--- src/rtl/grid_video_renderer.sv ---
// grid_video_renderer
//
// Purpose: turns the snake game's flat cell bitmap into a raster video
// stream. A pixel divider paces a horizontal/vertical raster. Each grid cell
// is drawn as a CELL_PX x CELL_PX block. Sync, data-enable and RGB leave the
// block registered and mutually aligned.
//
// Ports:
//   clk_74a     in   sole clock
//   reset_n     in   synchronous, active-low reset
//   grid_in     in   GRID_ROWS*GRID_COLS bitmap, bit r*GRID_COLS+c = cell (r,c)
//   pix_en      out  one-clock pixel strobe, once every PIX_DIV clocks
//   video_hs    out  hsync, active high
//   video_vs    out  vsync, active high
//   video_de    out  active-video qualifier
//   video_rgb   out  {R,G,B}; 0 whenever video_de is 0
//   frame_start out  one-clock pulse when pixel (0,0) reaches the outputs
//
// Strobe semantics: there is no handshake. Outputs change only on clocks
// where pix_en is 1 and hold in between. frame_start is the one exception:
// it is high for only the single clock that loads pixel (0,0).
//
// Optional feature: define GRID_LINES_EN to draw clear cells with a
// LINE_RGB border on their first pixel column and first pixel row.
module grid_video_renderer #(
  parameter int          GRID_ROWS = 30,
  parameter int          GRID_COLS = 40,
  parameter int          CELL_PX   = 8,
  parameter int          PIX_DIV   = 8,
  parameter int          H_ACTIVE  = 320,
  parameter int          H_FP      = 16,
  parameter int          H_SYNC    = 32,
  parameter int          H_BP      = 32,
  parameter int          V_ACTIVE  = 240,
  parameter int          V_FP      = 3,
  parameter int          V_SYNC    = 4,
  parameter int          V_BP      = 13,
  parameter logic [23:0] FG_RGB    = 24'h00FF00,
  parameter logic [23:0] BG_RGB    = 24'h000000
`ifdef GRID_LINES_EN
  ,
  parameter logic [23:0] LINE_RGB  = 24'h202020
`endif
) (
  input  logic                           clk_74a,
  input  logic                           reset_n,
  input  logic [GRID_ROWS*GRID_COLS-1:0] grid_in,
  output logic                           pix_en,
  output logic                           video_hs,
  output logic                           video_vs,
  output logic                           video_de,
  output logic [23:0]                    video_rgb,
  output logic                           frame_start
);

  localparam int H_TOTAL = H_ACTIVE + H_FP + H_SYNC + H_BP;
  localparam int V_TOTAL = V_ACTIVE + V_FP + V_SYNC + V_BP;
  localparam int NBITS   = GRID_ROWS * GRID_COLS;
  localparam int H_W     = $clog2(H_TOTAL);
  localparam int V_W     = $clog2(V_TOTAL);
  localparam int DIV_W   = (PIX_DIV > 1) ? $clog2(PIX_DIV) : 1;
  localparam int SUB_W   = (CELL_PX > 1) ? $clog2(CELL_PX) : 1;
  localparam int COL_W   = $clog2(H_ACTIVE + 1);
  localparam int ROW_W   = $clog2(V_ACTIVE + 1);
  localparam int IDX_W   = (NBITS > 1) ? $clog2(NBITS) : 1;

  localparam logic [DIV_W-1:0] DIV_LAST = DIV_W'(PIX_DIV - 1);
  localparam logic [SUB_W-1:0] SUB_LAST = SUB_W'(CELL_PX - 1);
  localparam logic [H_W-1:0]   H_LAST   = H_W'(H_TOTAL - 1);
  localparam logic [H_W-1:0]   H_ACT    = H_W'(H_ACTIVE);
  localparam logic [H_W-1:0]   HS_BEG   = H_W'(H_ACTIVE + H_FP);
  localparam logic [H_W-1:0]   HS_END   = H_W'(H_ACTIVE + H_FP + H_SYNC);
  localparam logic [V_W-1:0]   V_LAST   = V_W'(V_TOTAL - 1);
  localparam logic [V_W-1:0]   V_ACT    = V_W'(V_ACTIVE);
  localparam logic [V_W-1:0]   VS_BEG   = V_W'(V_ACTIVE + V_FP);
  localparam logic [V_W-1:0]   VS_END   = V_W'(V_ACTIVE + V_FP + V_SYNC);

  logic [DIV_W-1:0] div_cnt_q, div_cnt_d;
  logic [H_W-1:0]   h_cnt_q, h_cnt_d;
  logic [V_W-1:0]   v_cnt_q, v_cnt_d;
  logic [SUB_W-1:0] sub_x_q, sub_x_d, sub_y_q, sub_y_d;
  logic [COL_W-1:0] col_q, col_d;
  logic [ROW_W-1:0] row_q, row_d;
  logic [NBITS-1:0] shadow_q, shadow_d;

  // Stage 1: cell address and raw timing for the pixel under the counters.
  logic [IDX_W-1:0] s1_idx_q, s1_idx_d;
  logic             s1_in_grid_q, s1_in_grid_d;
  logic             s1_de_q, s1_de_d, s1_hs_q, s1_hs_d, s1_vs_q, s1_vs_d;
  logic             s1_first_q, s1_first_d;
`ifdef GRID_LINES_EN
  logic             s1_line_q, s1_line_d;
`endif

  // Stage 2: the registered outputs.
  logic [23:0] rgb_q, rgb_d;
  logic        de_q, de_d, hs_q, hs_d, vs_q, vs_d, fs_q, fs_d;

  logic tick, h_wrap, v_wrap;

  always_comb begin
    div_cnt_d    = div_cnt_q;
    h_cnt_d      = h_cnt_q;
    v_cnt_d      = v_cnt_q;
    sub_x_d      = sub_x_q;
    sub_y_d      = sub_y_q;
    col_d        = col_q;
    row_d        = row_q;
    shadow_d     = shadow_q;
    s1_idx_d     = s1_idx_q;
    s1_in_grid_d = s1_in_grid_q;
    s1_de_d      = s1_de_q;
    s1_hs_d      = s1_hs_q;
    s1_vs_d      = s1_vs_q;
    s1_first_d   = s1_first_q;
`ifdef GRID_LINES_EN
    s1_line_d    = s1_line_q;
`endif
    rgb_d        = rgb_q;
    de_d         = de_q;
    hs_d         = hs_q;
    vs_d         = vs_q;
    fs_d         = 1'b0;

    tick   = (div_cnt_q == DIV_LAST);
    h_wrap = (h_cnt_q == H_LAST);
    v_wrap = (v_cnt_q == V_LAST);

    div_cnt_d = tick ? '0 : div_cnt_q + 1'b1;

    if (tick) begin
      // Raster and cell counters. The cell counters track the pixel under
      // h_cnt/v_cnt and freeze during blanking, so no divide is needed.
      h_cnt_d = h_wrap ? '0 : h_cnt_q + 1'b1;
      if (h_wrap) begin
        sub_x_d = '0;
        col_d   = '0;
        v_cnt_d = v_wrap ? '0 : v_cnt_q + 1'b1;
        if (v_wrap) begin
          sub_y_d = '0;
          row_d   = '0;
        end else if (v_cnt_q < V_ACT) begin
          sub_y_d = (sub_y_q == SUB_LAST) ? '0 : sub_y_q + 1'b1;
          row_d   = (sub_y_q == SUB_LAST) ? row_q + 1'b1 : row_q;
        end
      end else if (h_cnt_q < H_ACT) begin
        sub_x_d = (sub_x_q == SUB_LAST) ? '0 : sub_x_q + 1'b1;
        col_d   = (sub_x_q == SUB_LAST) ? col_q + 1'b1 : col_q;
      end

      s1_de_d      = (h_cnt_q < H_ACT) && (v_cnt_q < V_ACT);
      s1_hs_d      = (h_cnt_q >= HS_BEG) && (h_cnt_q < HS_END);
      s1_vs_d      = (v_cnt_q >= VS_BEG) && (v_cnt_q < VS_END);
      s1_first_d   = (h_cnt_q == '0) && (v_cnt_q == '0);
      s1_in_grid_d = (32'(row_q) < GRID_ROWS) && (32'(col_q) < GRID_COLS);
      s1_idx_d     = IDX_W'(32'(row_q) * GRID_COLS + 32'(col_q));
`ifdef GRID_LINES_EN
      s1_line_d    = (sub_x_q == '0) || (sub_y_q == '0);
`endif

      de_d = s1_de_q;
      hs_d = s1_hs_q;
      vs_d = s1_vs_q;
      fs_d = s1_first_q && s1_de_q;
      if (!s1_de_q) begin
        rgb_d = 24'h000000;
      end else if (s1_in_grid_q && shadow_q[s1_idx_q]) begin
        rgb_d = FG_RGB;
`ifdef GRID_LINES_EN
      end else if (s1_in_grid_q && s1_line_q) begin
        rgb_d = LINE_RGB;
`endif
      end else begin
        rgb_d = BG_RGB;
      end

      // Snapshot on the first blanking line: the whole next frame reads a
      // stable bitmap, so it never tears.
      if ((h_cnt_q == '0) && (v_cnt_q == V_ACT)) begin
        shadow_d = grid_in;
      end
    end
  end

  always_ff @(posedge clk_74a) begin
    if (!reset_n) begin
      div_cnt_q    <= '0;
      h_cnt_q      <= '0;
      v_cnt_q      <= '0;
      sub_x_q      <= '0;
      sub_y_q      <= '0;
      col_q        <= '0;
      row_q        <= '0;
      shadow_q     <= '0;
      s1_idx_q     <= '0;
      s1_in_grid_q <= 1'b0;
      s1_de_q      <= 1'b0;
      s1_hs_q      <= 1'b0;
      s1_vs_q      <= 1'b0;
      s1_first_q   <= 1'b0;
`ifdef GRID_LINES_EN
      s1_line_q    <= 1'b0;
`endif
      rgb_q        <= '0;
      de_q         <= 1'b0;
      hs_q         <= 1'b0;
      vs_q         <= 1'b0;
      fs_q         <= 1'b0;
    end else begin
      div_cnt_q    <= div_cnt_d;
      h_cnt_q      <= h_cnt_d;
      v_cnt_q      <= v_cnt_d;
      sub_x_q      <= sub_x_d;
      sub_y_q      <= sub_y_d;
      col_q        <= col_d;
      row_q        <= row_d;
      shadow_q     <= shadow_d;
      s1_idx_q     <= s1_idx_d;
      s1_in_grid_q <= s1_in_grid_d;
      s1_de_q      <= s1_de_d;
      s1_hs_q      <= s1_hs_d;
      s1_vs_q      <= s1_vs_d;
      s1_first_q   <= s1_first_d;
`ifdef GRID_LINES_EN
      s1_line_q    <= s1_line_d;
`endif
      rgb_q        <= rgb_d;
      de_q         <= de_d;
      hs_q         <= hs_d;
      vs_q         <= vs_d;
      fs_q         <= fs_d;
    end
  end

  // Gated with reset_n so that the strobe stays low during reset even when
  // PIX_DIV is 1.
  assign pix_en      = tick & reset_n;
  assign video_hs    = hs_q;
  assign video_vs    = vs_q;
  assign video_de    = de_q;
  assign video_rgb   = rgb_q;
  assign frame_start = fs_q;

endmodule

--- config.mk ---
export PLATFORM = sky130hd
export DESIGN_NAME = grid_video_renderer
export DESIGN_NICKNAME = d
export VERILOG_FILES = /design/src/rtl/grid_video_renderer.sv
export SDC_FILE = /design/constraint.sdc
export NUM_CORES = 2
export LEC_CHECK = 0
export ABC_AREA = 1
export CAP_MARGIN = 20
export CORE_AREA = 2 2 477 479
export CTS_CLUSTER_SIZE = 25
export DETAILED_ROUTE_END_ITERATION = 16
export DIE_AREA = 0 0 479 481
export SYNTH_ARGS = -nofsm -noshare
export SYNTH_HDL_FRONTEND = slang
export SYNTH_SLANG_ARGS = --single-unit
--- constraint.sdc ---
create_clock -name clk_74a -period 3.2 [get_ports clk_74a]
set_input_delay 0.64 -clock clk_74a [delete_from_list [all_inputs] [get_ports clk_74a]]
set_output_delay 0.64 -clock clk_74a [all_outputs]
set_load 0.02 [all_outputs]
==> summary.md <==
| Metric | Value |
|---|---|
| Status | `completed` |
| DRC viols | `0` |
| I/O Pins | `1,231` |
| Yosys top cell by area | `dfxtp_1` |
| GRT overflow | `0` |
| Final #Nets | `10.22k` |
| Top delay family on crit path | `buffers and inverters` |
| Worst skew pair latency | `0.80 ns` |
| CP max-delay cell | `clkdlybuf4s50_1` |
| Core Util, Final | `36.07%` |
| CP max FO | `9` |
| First-pass GRT wire length | `360,700 um` |
| Die area | `230,400 um^2` |
| Hold Crit Class | `flip-flop to flip-flop` |
| Setup Total Neg Slack | `0 ns` |
| Synth warn | `0` |
| Avg Vias per Cell | `4.802` |
| Die extent in y | `481 um` |
| Initial core utilization | `26.96%` |
| Cells after synthesis | `8,031` |
| Mapped Area | `60,850 um^2` |
| Psw | `8.009 mW` |
| Yosys top cell area share | `41.62%` |
| Gpl congestion | `0.9241` |
| First DRT Iteration DRCs | `4,849` |
| P_int | `27.22 mW` |
| Clk buf depth | `3` |
| Critical Path Stages | `1` |
| CTS buffer count | `148` |
| Clock tree root buffer cell | `clkbuf_16` |
| Clk_skew | `0.04127 ns` |
| Synth Register Bits | `1,265` |
| R2r startpoint | `s1_idx_q[0]` |
| Worst Setup EP | `video_rgb[12]` |
| Critical path cell sequence | `clkdlybuf4s50_1` |
| Top cells by area, synth | `dfxtp_1, a211oi_2, a211oi_1` |
| Crit path DAT | `2.43 ns` |
| Critical R2R Capture | `video_rgb[14]` |
| Post-synthesis sequential area ratio | `41.62%` |
| Postcts setup bufs | `0` |
| Sw Ratio | `22.73%` |
| Hold Startpoint | `div_cnt_q[0]` |
| Die X-Extent | `479 um` |
| RSZ-0062 raised after global routing | `false` |
| Req. time, crit path | `2.56 ns` |
| Core Box Area | `225,700 um^2` |
| Vias | `58.22k` |
| Worst Setup Slack, final | `0.1342 ns` |
| R2R depth | `17` |
| Final Cycle Share | `95.80%` |
| CTS tree | `done` |
| Share of power burned in registers | `44.7%` |
| Avg Cell Area, Syn | `7.577 um^2` |
| Remaining antenna violation count | `0` |
| Min Tclk post-route | `3.066 ns` |
| Delay of the slowest cell on the worst path | `0.84 ns` |
| Cell variety after synth | `45` |
| P&R area growth vs syn | `33.81%` |
| Sink Count | `1,265` |
| Vias in the first global route | `56.11k` |
| Drt first pass iters | `6` |
| H-tree depth | `4` |
| Routed WL per cell | `20.73 um` |
| Slew margin rel. | `21.79%` |
| Core Rows | `175` |
| Buf/Inv on CP | `1` |
| Commonest non-fill, non-tap cell in the layout | `inv_1` |
| Leak | `28.54 nW` |
| Final setup violation count | `0` |
| Clk pwr share | `49.2%` |
| VDD IR max | `0.3776 mV` |
| Layout fillers | `23.21k` |
| Dpl ws | `0.1149 ns` |
| Slew Viols, Final | `0` |
| DPL Wire Length | `185,300 um` |
| Hold_ws | `0.4289 ns` |
| Crit path from | `video_rgb[14]` |
| Worst setup EP type | `primary output` |
| PD cells | `432.7 nW/um^2` |
| Largest net degree at the start of global routing | `222` |
| Initial antenna violation count | `36` |
| Final Hold Viols | `0` |
| Number of max-cap violations | `0` |
| Aggregate global-route resource usage | `20.66%` |
| Crit Path Class | `flip-flop to primary output` |
| Most frequent cells in the layout | `inv_1, dfxtp_1, nor2_1` |
| Clock transition at the registers of the reported paths | `0.06 ns` |
| Comb power frac | `6.1%` |
| Layout cells sized above 1 | `10.93%` |
| Startpoint types | `flip-flop` |
| R2R setup slack | `0.16 ns` |
| Peak Freq | `326.2 MHz` |
| Routed WL | `251,400 um` |
| Slew @ Worst Pin | `1.173 ns` |
| Port bufs | `1,214` |
registers in the layout, summed over array words and instances, names as in the netlist:
signal,flops
row_q,8
v_cnt_q,9
shadow_q,1200
s1_de_q,1
col_q,9
sub_y_q,3
video_rgb,1
video_de,1
sub_x_q,3
s1_idx_q,11
s1_in_grid_q,1
video_hs,1
video_vs,1
s1_vs_q,1
frame_start,1
div_cnt_q,3
h_cnt_q,9
s1_first_q,1
s1_hs_q,1
per-layer routing:
metal / vias to the layer above / global-route usage, % / wire length [um]
met3: 396 / 3.719 / 16090
met4: 16 / 7.733 / 8714
li1: 28470 / - / -
met5: - / 0 / 108
met1: 27240 / 26.83 / 109300
met2: 2094 / 34.00 / 117200
cells by family (layout without fill, tap and decap cells):
family                   count (synthesis)  after routing  synth area share, %
AO/OA/AOI/OAI                         2051           2051                25.90
XOR/XNOR                                11             11               0.1583
adder cells (fa/ha/maj)                 29             29               0.6209
buffers and inverters                 1963           3013                13.32
flip-flops                            1265           1265                41.62
other                                    1             35             0.006162
AND/OR/NAND/NOR                       2711           2711                18.38
Yosys cell counts, drive strengths merged:
library cell	number
and2	1
o211ai	48
a21oi	398
xnor2	4
o21bai	1
nor2	1255
a211oi	1203
conb	1
fa	2
o21ai	386
o41ai	1
o211a	2
buf	423
o22ai	10
nor4	5
clkinv	3
ha	27
o21a	1
clkbuf	262
a311oi	1
nand4	3
inv	1275
nand2	751
nand3	672
xor2	7
nor3	14
dfxtp	1265
nor3b	10
what timing repair did:
| item | in CTS | in global routing |
|---|---|---|
| hold endpoints to repair | 0 | 0 |
| hold buffers | 0 | 0 |
| endpoints found under the setup margin | 1 | 1 |
| gates cloned | 0 | 1 |
| gates resized for setup | 1 | 7 |
power by group through the flow:
stage | sequential (mW) | clock [mW] | combinational (mW)
after floorplan | 16.1 | 0 | 0.318
after global placement | 16.1 | 0 | 2.16
after detailed placement | 16.1 | 0 | 2.14
after CTS | 15.7 | 17.6 | 2.16
after global routing | 15.7 | 18.3 | 2.23
final | 15.7 | 17.3 | 2.16
how the worst min path moves through the flow:
stage	end	slack, ns	cells past startpoint
2_1_floorplan	div_cnt_q[0]	0.40	1
3_3_place_gp	div_cnt_q[0]	0.41	1
3_5_place_dp	div_cnt_q[0]	0.42	1
4_1_cts	shadow_q[197]	0.35	3
5_1_grt	shadow_q[197]	0.39	3
6_report	div_cnt_q[0]	0.43	1
final cells by class:
type / count / area, um^2 / area share (%)
antenna: 19 / 47.55 / 0.05839
clock buffer: 216 / 4332 / 5.320
clock inverter: 46 / 620.6 / 0.7621
inverter: 1278 / 4833 / 5.936
multi-input combinational: 4818 / 27520 / 33.80
sequential: 1265 / 25340 / 31.12
tap: 3009 / 3765 / 4.624
timing repair buffer: 1473 / 14970 / 18.38
metrics by stage:
stage	std cells	power (mW)	instance area (um^2)
after floorplan	8046	16.42	60910
after global placement	11842	18.25	76370
after detailed placement	11842	18.24	76370
after CTS	12104	35.54	81320
after global routing	12117	36.25	81410
final	12124	35.23	81430
Note: power is estimated with default switching activity, not from simulation.
